<file path="src/rtl/button_conditioner.sv">
// Push-button conditioner: per-button 2-flop synchroniser, debounce filter,
// press-pulse / auto-repeat FSM, and left/right lock-out.
module button_conditioner #(
    parameter int unsigned     N_BTN        = 3,
    parameter int unsigned     DEBOUNCE_CYC = 250000,
    parameter int unsigned     REPEAT_DELAY = 5000000,
    parameter int unsigned     REPEAT_RATE  = 1250000,
    parameter logic [N_BTN-1:0] REPEAT_MASK = '1,
    parameter bit              LR_LOCK      = 1'b1
) (
    input  logic             CLK25M,
    input  logic             Reset,
    input  logic [N_BTN-1:0] BtnRaw,
    output logic [N_BTN-1:0] Level,
    output logic [N_BTN-1:0] Pulse,
    output logic [N_BTN-1:0] Held
);

    localparam int unsigned CNT_W = $clog2(DEBOUNCE_CYC);
    localparam int unsigned TMR_MAX = (REPEAT_DELAY > REPEAT_RATE) ? REPEAT_DELAY : REPEAT_RATE;
    localparam int unsigned TMR_W = $clog2(TMR_MAX);

    localparam logic [CNT_W-1:0] CNT_LAST   = CNT_W'(DEBOUNCE_CYC - 1);
    localparam logic [TMR_W-1:0] DELAY_LOAD = TMR_W'(REPEAT_DELAY - 1);
    localparam logic [TMR_W-1:0] RATE_LOAD  = TMR_W'(REPEAT_RATE - 1);

    typedef enum logic [1:0] {StIdle, StHold, StRepeat} state_e;

    logic [N_BTN-1:0] sync1_q;
    logic [N_BTN-1:0] sync2_q;
    logic [N_BTN-1:0] level_bus;
    logic [N_BTN-1:0] pulse_bus;
    logic [N_BTN-1:0] held_bus;
    logic             lock;

    // Two-flop synchroniser for the asynchronous button levels.
    always_ff @(posedge CLK25M or negedge Reset) begin
        if (!Reset) begin
            sync1_q <= '0;
            sync2_q <= '0;
        end else begin
            sync1_q <= BtnRaw;
            sync2_q <= sync2_d_unused_guard(sync1_q);
        end
    end

    function automatic logic [N_BTN-1:0] sync2_d_unused_guard(input logic [N_BTN-1:0] v);
        return v;
    endfunction

    // Lock-out is judged on the debounced levels seen when a pulse is generated.
    if (N_BTN >= 2) begin : g_lock
        assign lock = LR_LOCK && level_bus[0] && level_bus[1];
    end else begin : g_nolock
        assign lock = 1'b0;
    end

    for (genvar i = 0; i < N_BTN; i++) begin : g_btn
        localparam bit LOCKABLE = (i < 2);

        logic [CNT_W-1:0] cnt_q;
        logic             lvl_q;
        logic             lvl_prev_q;
        logic             pulse_q;
        logic [TMR_W-1:0] tmr_q;
        state_e           state_q;
        logic             lock_bit;

        assign lock_bit = LOCKABLE && lock;

        // Debounce: accept a new level only after DEBOUNCE_CYC consecutive mismatching cycles.
        always_ff @(posedge CLK25M or negedge Reset) begin
            if (!Reset) begin
                cnt_q <= '0;
                lvl_q <= 1'b0;
            end else if (sync2_q[i] == lvl_q) begin
                cnt_q <= '0;
            end else if (cnt_q == CNT_LAST) begin
                lvl_q <= sync2_q[i];
                cnt_q <= '0;
            end else begin
                cnt_q <= cnt_q + 1'b1;
            end
        end

        // Press / hold / auto-repeat FSM with registered pulse output.
        always_ff @(posedge CLK25M or negedge Reset) begin
            if (!Reset) begin
                state_q    <= StIdle;
                tmr_q      <= '0;
                pulse_q    <= 1'b0;
                lvl_prev_q <= 1'b0;
            end else begin
                pulse_q    <= 1'b0;
                lvl_prev_q <= lvl_q;
                case (state_q)
                    StIdle: begin
                        if (lvl_q && !lvl_prev_q) begin
                            pulse_q <= !lock_bit;
                            tmr_q   <= DELAY_LOAD;
                            state_q <= StHold;
                        end
                    end
                    StHold: begin
                        if (!lvl_q) begin
                            state_q <= StIdle;
                        end else if (tmr_q == '0) begin
                            // Without repeat enabled the timer just parks at zero.
                            if (REPEAT_MASK[i]) begin
                                pulse_q <= !lock_bit;
                                tmr_q   <= RATE_LOAD;
                                state_q <= StRepeat;
                            end
                        end else begin
                            tmr_q <= tmr_q - 1'b1;
                        end
                    end
                    StRepeat: begin
                        if (!lvl_q) begin
                            state_q <= StIdle;
                        end else if (tmr_q == '0) begin
                            pulse_q <= !lock_bit;
                            tmr_q   <= RATE_LOAD;
                        end else begin
                            tmr_q <= tmr_q - 1'b1;
                        end
                    end
                    default: state_q <= StIdle;
                endcase
            end
        end

        assign level_bus[i] = lvl_q;
        assign pulse_bus[i] = pulse_q;
        assign held_bus[i]  = (state_q != StIdle);
    end

    assign Level = level_bus;
    assign Pulse = pulse_bus;
    assign Held  = held_bus;

endmodule

</file>
<file path="config.mk">
export PLATFORM = sky130hd
export DESIGN_NAME = button_conditioner
export DESIGN_NICKNAME = d
export VERILOG_FILES = /design/src/rtl/button_conditioner.sv
export SDC_FILE = /design/constraint.sdc
export NUM_CORES = 1
export LEC_CHECK = 0
export ABC_AREA = 1
export CAP_MARGIN = 5
export CORE_ASPECT_RATIO = 1.5
export CORE_MARGIN = 5
export CORE_UTILIZATION = 57
export DETAILED_ROUTE_END_ITERATION = 8
export HOLD_SLACK_MARGIN = 0.12
export PLACE_DENSITY_LB_ADDON = 0.12
export SLEW_MARGIN = 10
export SYNTH_ARGS = -nofsm -noshare
export SYNTH_HDL_FRONTEND = slang
export SYNTH_SLANG_ARGS = --single-unit
</file>
<file path="constraint.sdc">
create_clock -name CLK25M -period 1.74 [get_ports CLK25M]
set_input_delay 0.348 -clock CLK25M [delete_from_list [all_inputs] [get_ports CLK25M]]
set_output_delay 0.348 -clock CLK25M [all_outputs]
set_load 0.1 [all_outputs]
</file>
==> run_results.csv <==
group,metric,value,unit
routing,remaining_drc_errors,0,
timing,finalHoldViolations,0,
grt,grt_pass1_wl,35900,microns
critical_path,timing.critical_path.buf_inv,3,
logic_synthesis,synth-edff-count,0,
logic_synthesis,post_synth_design_cell_area,8790,sq um
power_and_ir_drop,leakagePower,5.65,nW
timing,grt_setup_unrepaired,"yes",
critical_path,timing_worst_setup_path_type,"register to output port",
grt,grt_use_total,0.240,
clocking,tritoncts_clock_tree,"yes",
critical_path,worst_path_dominant_cell_family,"flip-flops",
critical_path,cp_cell_sequence,"inv_1, ha_2, inv_2, buf_12",
logic_synthesis,post_synth_xor_area_fraction,0.0367,
place,port-buffer-count,13,
routing,wl_per_cell,13.5,microns
logic_synthesis,synth_warnings,0,
clocking,max-clock-path-buffers,2,
flow_run,max-cap-violations,0,
critical_path,worst_ep_required_time,1.39,ns
place,placement.cell_area,9750,sq um
die,floorplan.die.height,162,microns
routing,final_antenna_net_count,0,
logic_synthesis,synth_compound_area_frac,0.0690,
critical_path,setup.worst_path.end_class,"output port",
logic_synthesis,synth.avg_cell_area,7.08,sq um
timing,worst_slew_pin_slew,0.412,ns
logic_synthesis,synth_top_family_by_area,"simple AND/OR/NAND/NOR gates",
timing,maxClockFrequency,594,MHz
routing,drt_iter0_drc,443,
die,fp.coreArea,15100,sq um
critical_path,largest_fanout_of_any_net_on_the_critical_path,4,
die,die_area,18100,sq um
hold_path,min_path_type,"input port to asynchronous set/reset pin",
power_and_ir_drop,p_per_area,686,nW/um^2
logic_synthesis,synthCells,1242,
finish,flow.area_growth_from_synthesis,20.6,%
clocking,clock_latency,0.43,ns
critical_path,timing.reg2reg.worst_path_depth,7,
clocking,clock_slew_at_the_register_clock_pins_of_the_worst_setup_and_hold_paths,0.06,ns
clocking,clockRootBuffer,"sky130_fd_sc_hd__clkbuf_16",
logic_synthesis,synth.distinct_cells,47,
place,gpl.final_weighted_congestion,0.959,
timing,min_period,1.68,ns
place,place_hpwl,15800,microns
clocking,numClockSinks,144,
timing,final.period_utilization,0.967,
finish,layout-drive-gt1-share,0.147,
critical_path,cp.depth,4,
die,initial_core_util,0.581,
grt,first_global_vias,8257,
clocking,h-tree-depth,4,
grt,global_route.overflow_total,0,
finish,final_net_count,1366,
timing,maxSlewHeadroom,0.724,
power_and_ir_drop,vdd_ir_drop_max,0.000679,V
die,ios,14,
critical_path,worstSetupStartpointType,"register",
critical_path,timing.critical_path.slowest_stage_cell,"sky130_fd_sc_hd__dfrtp_1",
timing,drv_slew,0,
routing,route.vias.total,8279,
grt,initial_antenna_violation_count,0,
logic_synthesis,synth_sequential_area_ratio,0.410,
grt,pin_count_of_the_biggest_net_entering_global_routing,46,
clocking,tritoncts.num_buffers,17,
routing,wirelength,20900,microns
critical_path,slowest_delay,0.37,ns
timing,setup_violations,0,
logic_synthesis,synth_fp_nets,1268,
outcome,status,"completed",
timing,clock_skew,0.0119,ns
logic_synthesis,synth_mux_area_frac,0,
routing,routed_via_density,5.34,
logic_synthesis,postSynthRegisterBits,144,
routing,first_pass_drt_iterations,5,
die,fp.dieW,111,microns
logic_synthesis,ys.flop_type,"sky130_fd_sc_hd__dfrtp_1",
logic_synthesis,synthSimpleGateAreaFrac,0.363,
finish,n_antenna_cell,0,
finish,final_area,10600,sq um
logic_synthesis,yosys.area_share.adder,0.0299,
logic_synthesis,async_flop_share,1.00,
die,row_count,55,
critical_path,crit_arrival,1.33,ns
timing,finalHoldWorstSlack,0.327,ns
## cells in the final DEF (no fill, tap or decap), types with 5 or more instances in the layout
cell type / instances
sky130_fd_sc_hd__ha_1: 16
sky130_fd_sc_hd__nor2_4: 11
sky130_fd_sc_hd__a22oi_1: 8
sky130_fd_sc_hd__inv_2: 10
sky130_fd_sc_hd__buf_4: 75
sky130_fd_sc_hd__nor3_1: 47
sky130_fd_sc_hd__inv_1: 161
sky130_fd_sc_hd__xor2_1: 27
sky130_fd_sc_hd__a21oi_1: 19
sky130_fd_sc_hd__nor3b_1: 5
sky130_fd_sc_hd__o21ai_0: 47
sky130_fd_sc_hd__nand3_1: 90
sky130_fd_sc_hd__nand4_1: 20
sky130_fd_sc_hd__xnor2_1: 8
sky130_fd_sc_hd__clkinvlp_4: 7
sky130_fd_sc_hd__buf_12: 14
sky130_fd_sc_hd__nor2_2: 18
sky130_fd_sc_hd__a21boi_0: 9
sky130_fd_sc_hd__clkbuf_8: 6
sky130_fd_sc_hd__nand2_2: 8
sky130_fd_sc_hd__dfrtp_1: 142
sky130_fd_sc_hd__nor2_1: 196
sky130_fd_sc_hd__clkbuf_16: 17
sky130_fd_sc_hd__nand2_1: 331
## flip-flops by register name, indices dropped and copies added (netlist names)
signal and count:
g_btn.tmr_q 69, g_btn.cnt_q 54, g_btn.state_q 6, g_btn.lvl_prev_q 3, g_btn.lvl_q 3, g_btn.pulse_q 3
sync1_q 3, sync2_q 3
## area by class of cell
| type | instances | area [sq um] |
|---|---|---|
| Tap cell | 199 | 249 |
| Multi-Input combinational cell | 905 | 4540 |
| Sequential cell | 144 | 3610 |
| Inverter | 175 | 672 |
| Timing Repair Buffer | 97 | 928 |
| Fill cell | 1285 | 4540 |
| Clock inverter | 8 | 103 |
| Clock buffer | 23 | 508 |
## logic make-up (layout without fill, tap and decap cells)
logic type	after synthesis	count (layout)
fa+ha+maj	21	21
simple gates	746	746
flops	144	144
compound gates	102	102
xor+xnor	36	36
buf+inv	193	303
## layer usage
metal  wire (microns)  GRT usage  vias up
met5                0          0        -
met3              775     0.0410       75
met1             8140      0.257     3885
li1                 -          -     4100
met2            11000      0.448      219
met4              944      0.125        0
## stage by stage
| step | TNS (ns) | worst slack [ns] | instances | total power, mW | util |
|---|---|---|---|---|---|
| 2_1_floorplan | 0 | 0.0114 | 1242 | 3.49 | - |
| 3_3_place_gp | 0 | 0.0224 | 1512 | 3.62 | 0.644 |
| 3_5_place_dp | -0.00325 | -0.00325 | 1512 | 3.62 | 0.644 |
| 4_1_cts | 0 | 0.000734 | 1544 | 7.34 | 0.686 |
| 5_1_grt | -0.148 | -0.0391 | 1551 | 7.53 | 0.700 |
| 6_report | 0 | 0.0575 | 1551 | 7.28 | 0.700 |
## synth_stat cells (all sizes together), types with 4 or more instances
master | number | area [sq um]
xor2 | 28 | 253
buf | 18 | 143
a22oi | 8 | 60.1
a21oi | 20 | 104
xnor2 | 8 | 70.1
a21boi | 9 | 67.6
nor3 | 53 | 297
nand2 | 340 | 1290
nor3b | 5 | 37.5
dfrtp | 144 | 3600
nand3b | 4 | 46.3
inv | 174 | 656
ha | 21 | 263
nor2 | 225 | 900
nand3 | 92 | 460
nand4 | 20 | 125
o21ai | 52 | 264
## what timing repair did
action | 4_1_cts | 5_1_grt
pin swaps | 0 | 6
gates resized for setup | 5 | 55
hold endpoints to repair | 135 | 0
setup endpoints to repair | 6 | 71
setup buffers | 1 | 7
hold buffers | 1 | 0
## path summary, 6_finish.rpt
kind | endpoint | start | slack, ns
max | Held[1] | g_btn[1].state_q[0] | 0.06
max reg2reg | g_btn[0].tmr_q[18] | g_btn[0].tmr_q[9] | 0.07
min | g_btn[0].tmr_q[17] | Reset | 0.33
min reg2reg | sync2_q[1] | sync1_q[1] | 0.35
min in group CLK25M | sync2_q[1] | sync1_q[1] | 0.35
max in group asynchronous | g_btn[1].tmr_q[0] | Reset | 0.84
## power breakdown
group	switching, mW	internal (mW)
clock network	1.39	2.33
logic	0.110	0.0557
registers	0.0182	3.37
(Power assumes the default switching activity.)
